$ cat config.mk
export PLATFORM = sky130hd
export DESIGN_NAME = ebus_xfer
export DESIGN_NICKNAME = d
export VERILOG_FILES = /design/src/rtl/ebus_pkg.sv /design/src/rtl/ebus_timer.sv /design/src/rtl/ebus_xfer.sv
export SDC_FILE = /design/constraint.sdc
export NUM_CORES = 1
export LEC_CHECK = 0
export BUFFER_PORTS_ARGS = -buffer_cell sky130_fd_sc_hd__buf_2
export CORE_ASPECT_RATIO = 1.4
export CORE_MARGIN = 2
export CORE_UTILIZATION = 51
export DETAILED_ROUTE_END_ITERATION = 8
export PLACE_DENSITY = 0.85
export SYNTH_ARGS = -nofsm -noshare
export SYNTH_HDL_FRONTEND = slang
export SYNTH_HIERARCHICAL = 1
export SYNTH_SLANG_ARGS = --single-unit
$ cat constraint.sdc
create_clock -name eboxClk -period 6.7 [get_ports eboxClk]
set_input_delay 1.34 -clock eboxClk [delete_from_list [all_inputs] [get_ports eboxClk]]
set_output_delay 1.34 -clock eboxClk [all_outputs]
set_load 0.005 [all_outputs]
$ cat src/rtl/ebus_pkg.sv
// ebus_pkg: shared definitions for the EBUS cycle sequencer.
// State encoding, EBUS function codes, the 36-bit word width and a parity helper.
package ebus_pkg;

   // EBOX word width
   localparam int unsigned WORD_W = 36;
   localparam int unsigned CS_W   = 7;
   localparam int unsigned F_W    = 3;

   // EBUS function codes
   localparam logic [0:F_W-1] F_CONO     = 3'd0;
   localparam logic [0:F_W-1] F_CONI     = 3'd1;
   localparam logic [0:F_W-1] F_DATAO    = 3'd2;
   localparam logic [0:F_W-1] F_DATAI    = 3'd3;
   localparam logic [0:F_W-1] F_PIserved = 3'd4;

   // Sequencer states
   typedef enum logic [2:0] {
      StIdle,
      StSetup,
      StWaitd,
      StDemand,
      StHold,
      StDone
   } ebus_state_e;

   // Device drives odd parity: data bits plus parity bit must XOR to 1
   function automatic logic odd_parity_ok(input logic [0:WORD_W-1] data, input logic par);
      return ^{data, par};
   endfunction

endpackage

$ cat src/rtl/ebus_timer.sv
// ebus_timer: loadable down-counter with a zero flag.
// Load has priority over decrement; decrement saturates at zero.
module ebus_timer #(
   parameter int unsigned CNT_W = 8
) (
   input  logic             clk,
   input  logic             rst_n,
   input  logic             load,
   input  logic [CNT_W-1:0] load_val,
   input  logic             dec,
   output logic             zero
);

   logic [CNT_W-1:0] count_q;

   // Counter register: load, else decrement while non-zero
   always_ff @(posedge clk or negedge rst_n) begin
      if (!rst_n) begin
         count_q <= '0;
      end else if (load) begin
         count_q <= load_val;
      end else if (dec && (count_q != '0)) begin
         count_q <= count_q - 1'b1;
      end
   end

   assign zero = (count_q == '0);

endmodule

$ cat src/rtl/ebus_xfer.sv
// ebus_xfer: EBUS cycle sequencer for the EBOX I/O path.
// Runs CS/F setup, DEMAND/XFER handshake and DEMAND timeout for
// DATAI/DATAO/CONI/CONO transfers. Write data comes from edp; read data is
// captured into EBUS for edp.
// Optional feature: define EBUS_PARITY_EN to check odd parity on read capture.
module ebus_xfer
   import ebus_pkg::*;
#(
   parameter int unsigned SETUP_CYC   = 2,
   parameter int unsigned TIMEOUT_CYC = 255,
   parameter int unsigned CNT_W       = 8
) (
   input  logic          eboxClk,
   input  logic          eboxReset_n,
   input  logic          CON_ebusReq,
   input  logic          CON_ebusWrite,
   input  logic [0:6]    CON_ebusCS,
   input  logic [0:2]    CON_ebusF,
   input  logic [0:35]   EDP_EBUS,
   input  logic          EDPdrivingEBUS,
   input  logic          EBUS_xfer,
   input  logic [0:35]   EBUS_dataIn,
   input  logic          EBUS_parityIn,
   output logic [0:6]    EBUS_cs,
   output logic [0:2]    EBUS_f,
   output logic          EBUS_demand,
   output logic [0:35]   EBUS_dataOut,
   output logic          EBUS_driveEn,
   output logic [0:35]   EBUS,
   output logic          ebusBusy,
   output logic          ebusDone,
   output logic          ebusTimeout,
   output logic          ebusParityErr
);

   localparam logic [CNT_W-1:0] SETUP_LOAD   = CNT_W'(SETUP_CYC - 1);
   localparam logic [CNT_W-1:0] TIMEOUT_LOAD = CNT_W'(TIMEOUT_CYC - 1);

   ebus_state_e state_q, state_d;

   logic [0:CS_W-1]   cs_q;
   logic [0:F_W-1]    f_q;
   logic              dir_q;        // 1 = EBOX drives data
   logic [0:WORD_W-1] data_out_q;
   logic [0:WORD_W-1] ebus_q;
   logic              demand_q;
   logic              drive_en_q;
   logic              timeout_q;

   logic              tmr_load;
   logic [CNT_W-1:0]  tmr_val;
   logic              tmr_dec;
   logic              tmr_zero;

   logic              start;
   logic              read_capture;

   assign start        = (state_q == StIdle) && CON_ebusReq;
   assign read_capture = (state_q == StDemand) && EBUS_xfer && !dir_q;

   ebus_timer #(
      .CNT_W (CNT_W)
   ) u_timer (
      .clk      (eboxClk),
      .rst_n    (eboxReset_n),
      .load     (tmr_load),
      .load_val (tmr_val),
      .dec      (tmr_dec),
      .zero     (tmr_zero)
   );

   // State register
   always_ff @(posedge eboxClk or negedge eboxReset_n) begin
      if (!eboxReset_n) begin
         state_q <= StIdle;
      end else begin
         state_q <= state_d;
      end
   end

   // Next-state logic
   always_comb begin
      state_d = state_q;
      unique case (state_q)
         StIdle: begin
            if (CON_ebusReq) begin
               state_d = (CON_ebusWrite && !EDPdrivingEBUS) ? StWaitd : StSetup;
            end
         end
         StWaitd: begin
            if (EDPdrivingEBUS) state_d = StSetup;
         end
         StSetup: begin
            if (tmr_zero) state_d = StDemand;
         end
         StDemand: begin
            // XFER wins over a counter reaching zero on the same edge
            if (EBUS_xfer)     state_d = StHold;
            else if (tmr_zero) state_d = StIdle;
         end
         StHold: begin
            if (!EBUS_xfer) state_d = StDone;
         end
         StDone: begin
            state_d = StIdle;
         end
         default: state_d = StIdle;
      endcase
   end

   // Status outputs decoded from the current state
   always_comb begin
      ebusBusy = (state_q != StIdle);
      ebusDone = (state_q == StDone);
   end

   // Timer control: one counter serves both the SETUP and DEMAND windows
   always_comb begin
      tmr_load = 1'b0;
      tmr_val  = SETUP_LOAD;
      tmr_dec  = 1'b0;
      unique case (state_q)
         StIdle: begin
            tmr_load = CON_ebusReq;
            tmr_val  = SETUP_LOAD;
         end
         StSetup: begin
            tmr_load = tmr_zero;
            tmr_val  = TIMEOUT_LOAD;
            tmr_dec  = !tmr_zero;
         end
         StDemand: begin
            tmr_dec = !EBUS_xfer;
         end
         default: begin
            tmr_load = 1'b0;
         end
      endcase
   end

   // Bus datapath: CS/F/direction latch, write data, read capture, flags
   always_ff @(posedge eboxClk or negedge eboxReset_n) begin
      if (!eboxReset_n) begin
         cs_q       <= '0;
         f_q        <= '0;
         dir_q      <= 1'b0;
         data_out_q <= '0;
         ebus_q     <= '0;
         demand_q   <= 1'b0;
         drive_en_q <= 1'b0;
         timeout_q  <= 1'b0;
      end else begin
         // Demand covers DEMAND and HOLD; registered off the next state
         demand_q <= (state_d == StDemand) || (state_d == StHold);

         if (start) begin
            cs_q      <= CON_ebusCS;
            f_q       <= CON_ebusF;
            dir_q     <= CON_ebusWrite;
            timeout_q <= 1'b0;
            if (CON_ebusWrite && EDPdrivingEBUS) begin
               data_out_q <= EDP_EBUS;
               drive_en_q <= 1'b1;
            end
         end

         if ((state_q == StWaitd) && EDPdrivingEBUS) begin
            data_out_q <= EDP_EBUS;
            drive_en_q <= 1'b1;
         end

         if (read_capture) begin
            ebus_q <= EBUS_dataIn;
         end

         if ((state_q == StDemand) && !EBUS_xfer && tmr_zero) begin
            timeout_q  <= 1'b1;
            drive_en_q <= 1'b0;
         end

         if ((state_q == StHold) && !EBUS_xfer) begin
            drive_en_q <= 1'b0;
         end

         if (state_q == StDone) begin
            cs_q <= '0;
            f_q  <= '0;
         end
      end
   end

`ifdef EBUS_PARITY_EN
   logic parity_err_q;

   // Sticky parity error, cleared at the start of each cycle
   always_ff @(posedge eboxClk or negedge eboxReset_n) begin
      if (!eboxReset_n) begin
         parity_err_q <= 1'b0;
      end else if (start) begin
         parity_err_q <= 1'b0;
      end else if (read_capture && !odd_parity_ok(EBUS_dataIn, EBUS_parityIn)) begin
         parity_err_q <= 1'b1;
      end
   end

   assign ebusParityErr = parity_err_q;
`else
   logic unused_parity;

   assign unused_parity = EBUS_parityIn;
   assign ebusParityErr = 1'b0;
`endif

   assign EBUS_cs      = cs_q;
   assign EBUS_f       = f_q;
   assign EBUS_demand  = demand_q;
   assign EBUS_dataOut = data_out_q;
   assign EBUS_driveEn = drive_en_q;
   assign EBUS         = ebus_q;
   assign ebusTimeout  = timeout_q;

endmodule

==> flow_summary.ini <==
[run_status]
outcome = complete, no violations

[sta]
hold_violations = 0
clock_skew_ps = 9.63
tightest_slew_ps = 935
final.min_clock_period_ps = 3090
slew_headroom_pct = 37.7
timing.setup.tns_ps = 0
slew_violations = 0
grt_setup_unrepaired = no
fmax_mhz = 324
setup_viol = 0
post-route-period-util_pct = 46.1

[synthesis]
syn_area_per_cell_um2 = 14.3
synth_edf_count = 0
syn_nets = 375
ys.flop_type = dfrtp_1
yosysSeqAreaShare_pct = 59.9
syn_area_um2 = 4050
async_reset_ff_share_pct = 100
ys_warn_count = 6
synth_cells = 284
yosysUniqueCellTypes = 49
ys_ff_latch = 97

[worst_setup_path]
crit_start = u_timer/count_q[0]
crit_path_end_kind = flop
r2r_start = u_timer/count_q[0]
crit_arrival_ps = 3320
cp.required_ps = 6930
worstSetupPathType = flop to flop
cp-start-kind = flop
worst-path-max-fanout = 14

[layout]
drive_gt1_share_pct = 58.7
syn_to_final_growth_pct = 28.0
nFillCells = 593
nets = 549
diodes = 0
final_area_um2 = 5190

[power_and_ir_drop]
internal_power_mw = 1.56
comb_power_share_pct = 37.5
p_seq_share_pct = 45.3
total_power_mw = 2.31
clkPwrFrac_pct = 17.1
powerDensity_nw_per_um2 = 444
power.leakage_nw = 2.63
peakVddDrop_uv = 225
switching_share_pct = 32.3
p_switching_uw = 746

[detailed_routing]
drtPass1Iterations = 4
vias_per_cell = 5.17
num_vias = 2909
drcViolationCount = 0
drtAntennaViolNets = 0
routedWlPerCell_um = 15.6
drt_iter0_drc = 139
drt_wl_total_mm = 8.80

[place]
gp_congestion = 0.860
dp_hpwl_mm = 6.53
place_area_um2 = 4970
portBuffers = 174

[clock_network]
cts_setup_buffers = 0
cts_root_buf = clkbuf_8
clock_latency_ps = 350
hold_buffers = 0
clock-sinks = 97
cts_tree = done
cts_resized = 0
cts_max_path_buffers = 2
clk_pin_slew_worst_paths_ps = 90
numCtsBuffers = 9
cts.htree.levels = 3

[grt]
grt_pass1_wl_mm = 13.5
antenna_found_initial = 0
grt_use_total_pct = 20.4
grt_pass1_vias = 2977
overflow = 0
grt_max_degree = 79

[floorplan]
io_pins = 177
die-area_um2 = 8690
fp.dieH_um = 109
start_util_pct = 52.3
core-area_um2 = 7750
rows = 38
die_w_um = 79.3

[worst_hold_path]
worst_hold_path_type = flop to flop
holdCritStartpoint = EBUS[31]

[run]
cap_violations = 0
metrics by stage:
step                      std cells  utilization [%]  hold slack (ps)  setup slack, ps
final                           563             67.0              487             3610
after global placement          547             64.2              465             3560
after detailed placement        547             64.2              475             3460
after floorplan                 284                -              483             3740
after CTS                       563             67.0              495             3670
after global routing            563             67.0              526             3320
cell families after synthesis:
family / share of synthesized area, %
buffers and inverters: 3.30
flip-flops: 59.9
multiplexers: 20.5
AND/OR/NAND/NOR: 8.18
other: 0.0925
adder cells (fa/ha/maj): 0.617
AO/OA/AOI/OAI: 7.38
routing by layer:
layer | wire length [um] | track usage [%]
met1 | 3320 | 23.0
met2 | 4840 | 36.6
met3 | 435 | 3.28
met4 | 202 | 11.5
met5 | 0 | 0
power groups by stage:
stage                     Sequential, mW  Clock, mW  Combinational [mW]
after floorplan                     1.05          0               0.475
after global placement              1.03          0               0.836
after detailed placement            1.05          0               0.880
after CTS                           1.05      0.407               0.880
after global routing                1.08      0.428               0.953
final                               1.05      0.395               0.866
Yosys cell counts (2+ instances only):
library cell  count  share of area (%)
o21ai_0           6               0.74
a22o_1           10                2.2
ha_1              2               0.62
nand2_1           4               0.37
buf_4             2               0.37
inv_1             4               0.37
nand4_1           2               0.31
dfrtp_1          97                 60
buf_2             5               0.62
a31oi_1           3               0.46
or3b_2            2               0.43
a21oi_1           8               0.99
or4_1             3               0.56
nor3_1            4               0.49
nor2_1            7               0.65
nand3_1           3               0.37
clkbuf_1          2               0.19
or3_1             2               0.31
nor3b_1           4               0.74
o211ai_1          2               0.37
a221o_1           2               0.49
buf_6             6                1.7
mux2_2           70                 19
nand2b_1          4               0.62
nor2b_1           4               0.62
mux2_1            3               0.83
layout make-up:
type                    instances  area, um^2  area share (%)
clock buffers                  12         165            3.18
clock inverters                 4        48.8           0.940
inverters                       5        18.8           0.362
multi-input cells             167        1500            28.9
flip-flops and latches         97        2430            46.8
well taps                     100         125            2.41
repair buffers                178         903            17.4
final timing paths:
check | end | slack (ps) | cells after the start
setup / recovery | u_timer/count_q[7] | 3610 | 10
hold / removal | EBUS[31] | 490 | 1
setup reg to reg | u_timer/count_q[7] | 3610 | 10
hold reg to reg | EBUS[31] | 490 | 1
max in group asynchronous | EBUS[3] | 4640 | 2
min in group asynchronous | EBUS_dataOut[23] | 850 | 1
worst max-delay path, stage by stage, from the launching register on:
cell	delay (ps)
dfrtp_1	420
inv_1	120
ha_1	210
or3b_2	500
nor2_1	410
mux2i_1	140
nor3_1	170
buf_4	230
clkinv_1	270
o311a_1	220
a221o_1	270
placed cells by master, fill, tap and decap left out, drive strengths merged, types with 2 or more instances in the layout:
cell type,netlist,layout
or3b,3,3
or3,2,2
clkinv,1,3
dfrtp,97,97
mux2,73,73
a31oi,3,3
buf,13,178
nand3,3,3
or4,3,3
a211o,2,2
a221o,2,2
a21oi,8,8
nor2b,4,4
clkbuf,2,12
o21ai,6,6
ha,2,2
nand2,5,5
nor3b,4,4
nor4b,3,3
o211ai,2,2
nand4,2,2
nor2,8,8
inv,4,5
nor3,5,5
nand2b,4,4
a22o,10,10
registers in the layout (all words and copies together), names as in the netlist:
signal / flops
EBUS_cs: 7
EBUS: 36
state_q: 3
ebusTimeout: 1
EBUS_dataOut: 36
dir_q: 1
EBUS_demand: 1
EBUS_driveEn: 1
u_timer/count_q: 8
EBUS_f: 3
Power figures use the tool's default switching activity.
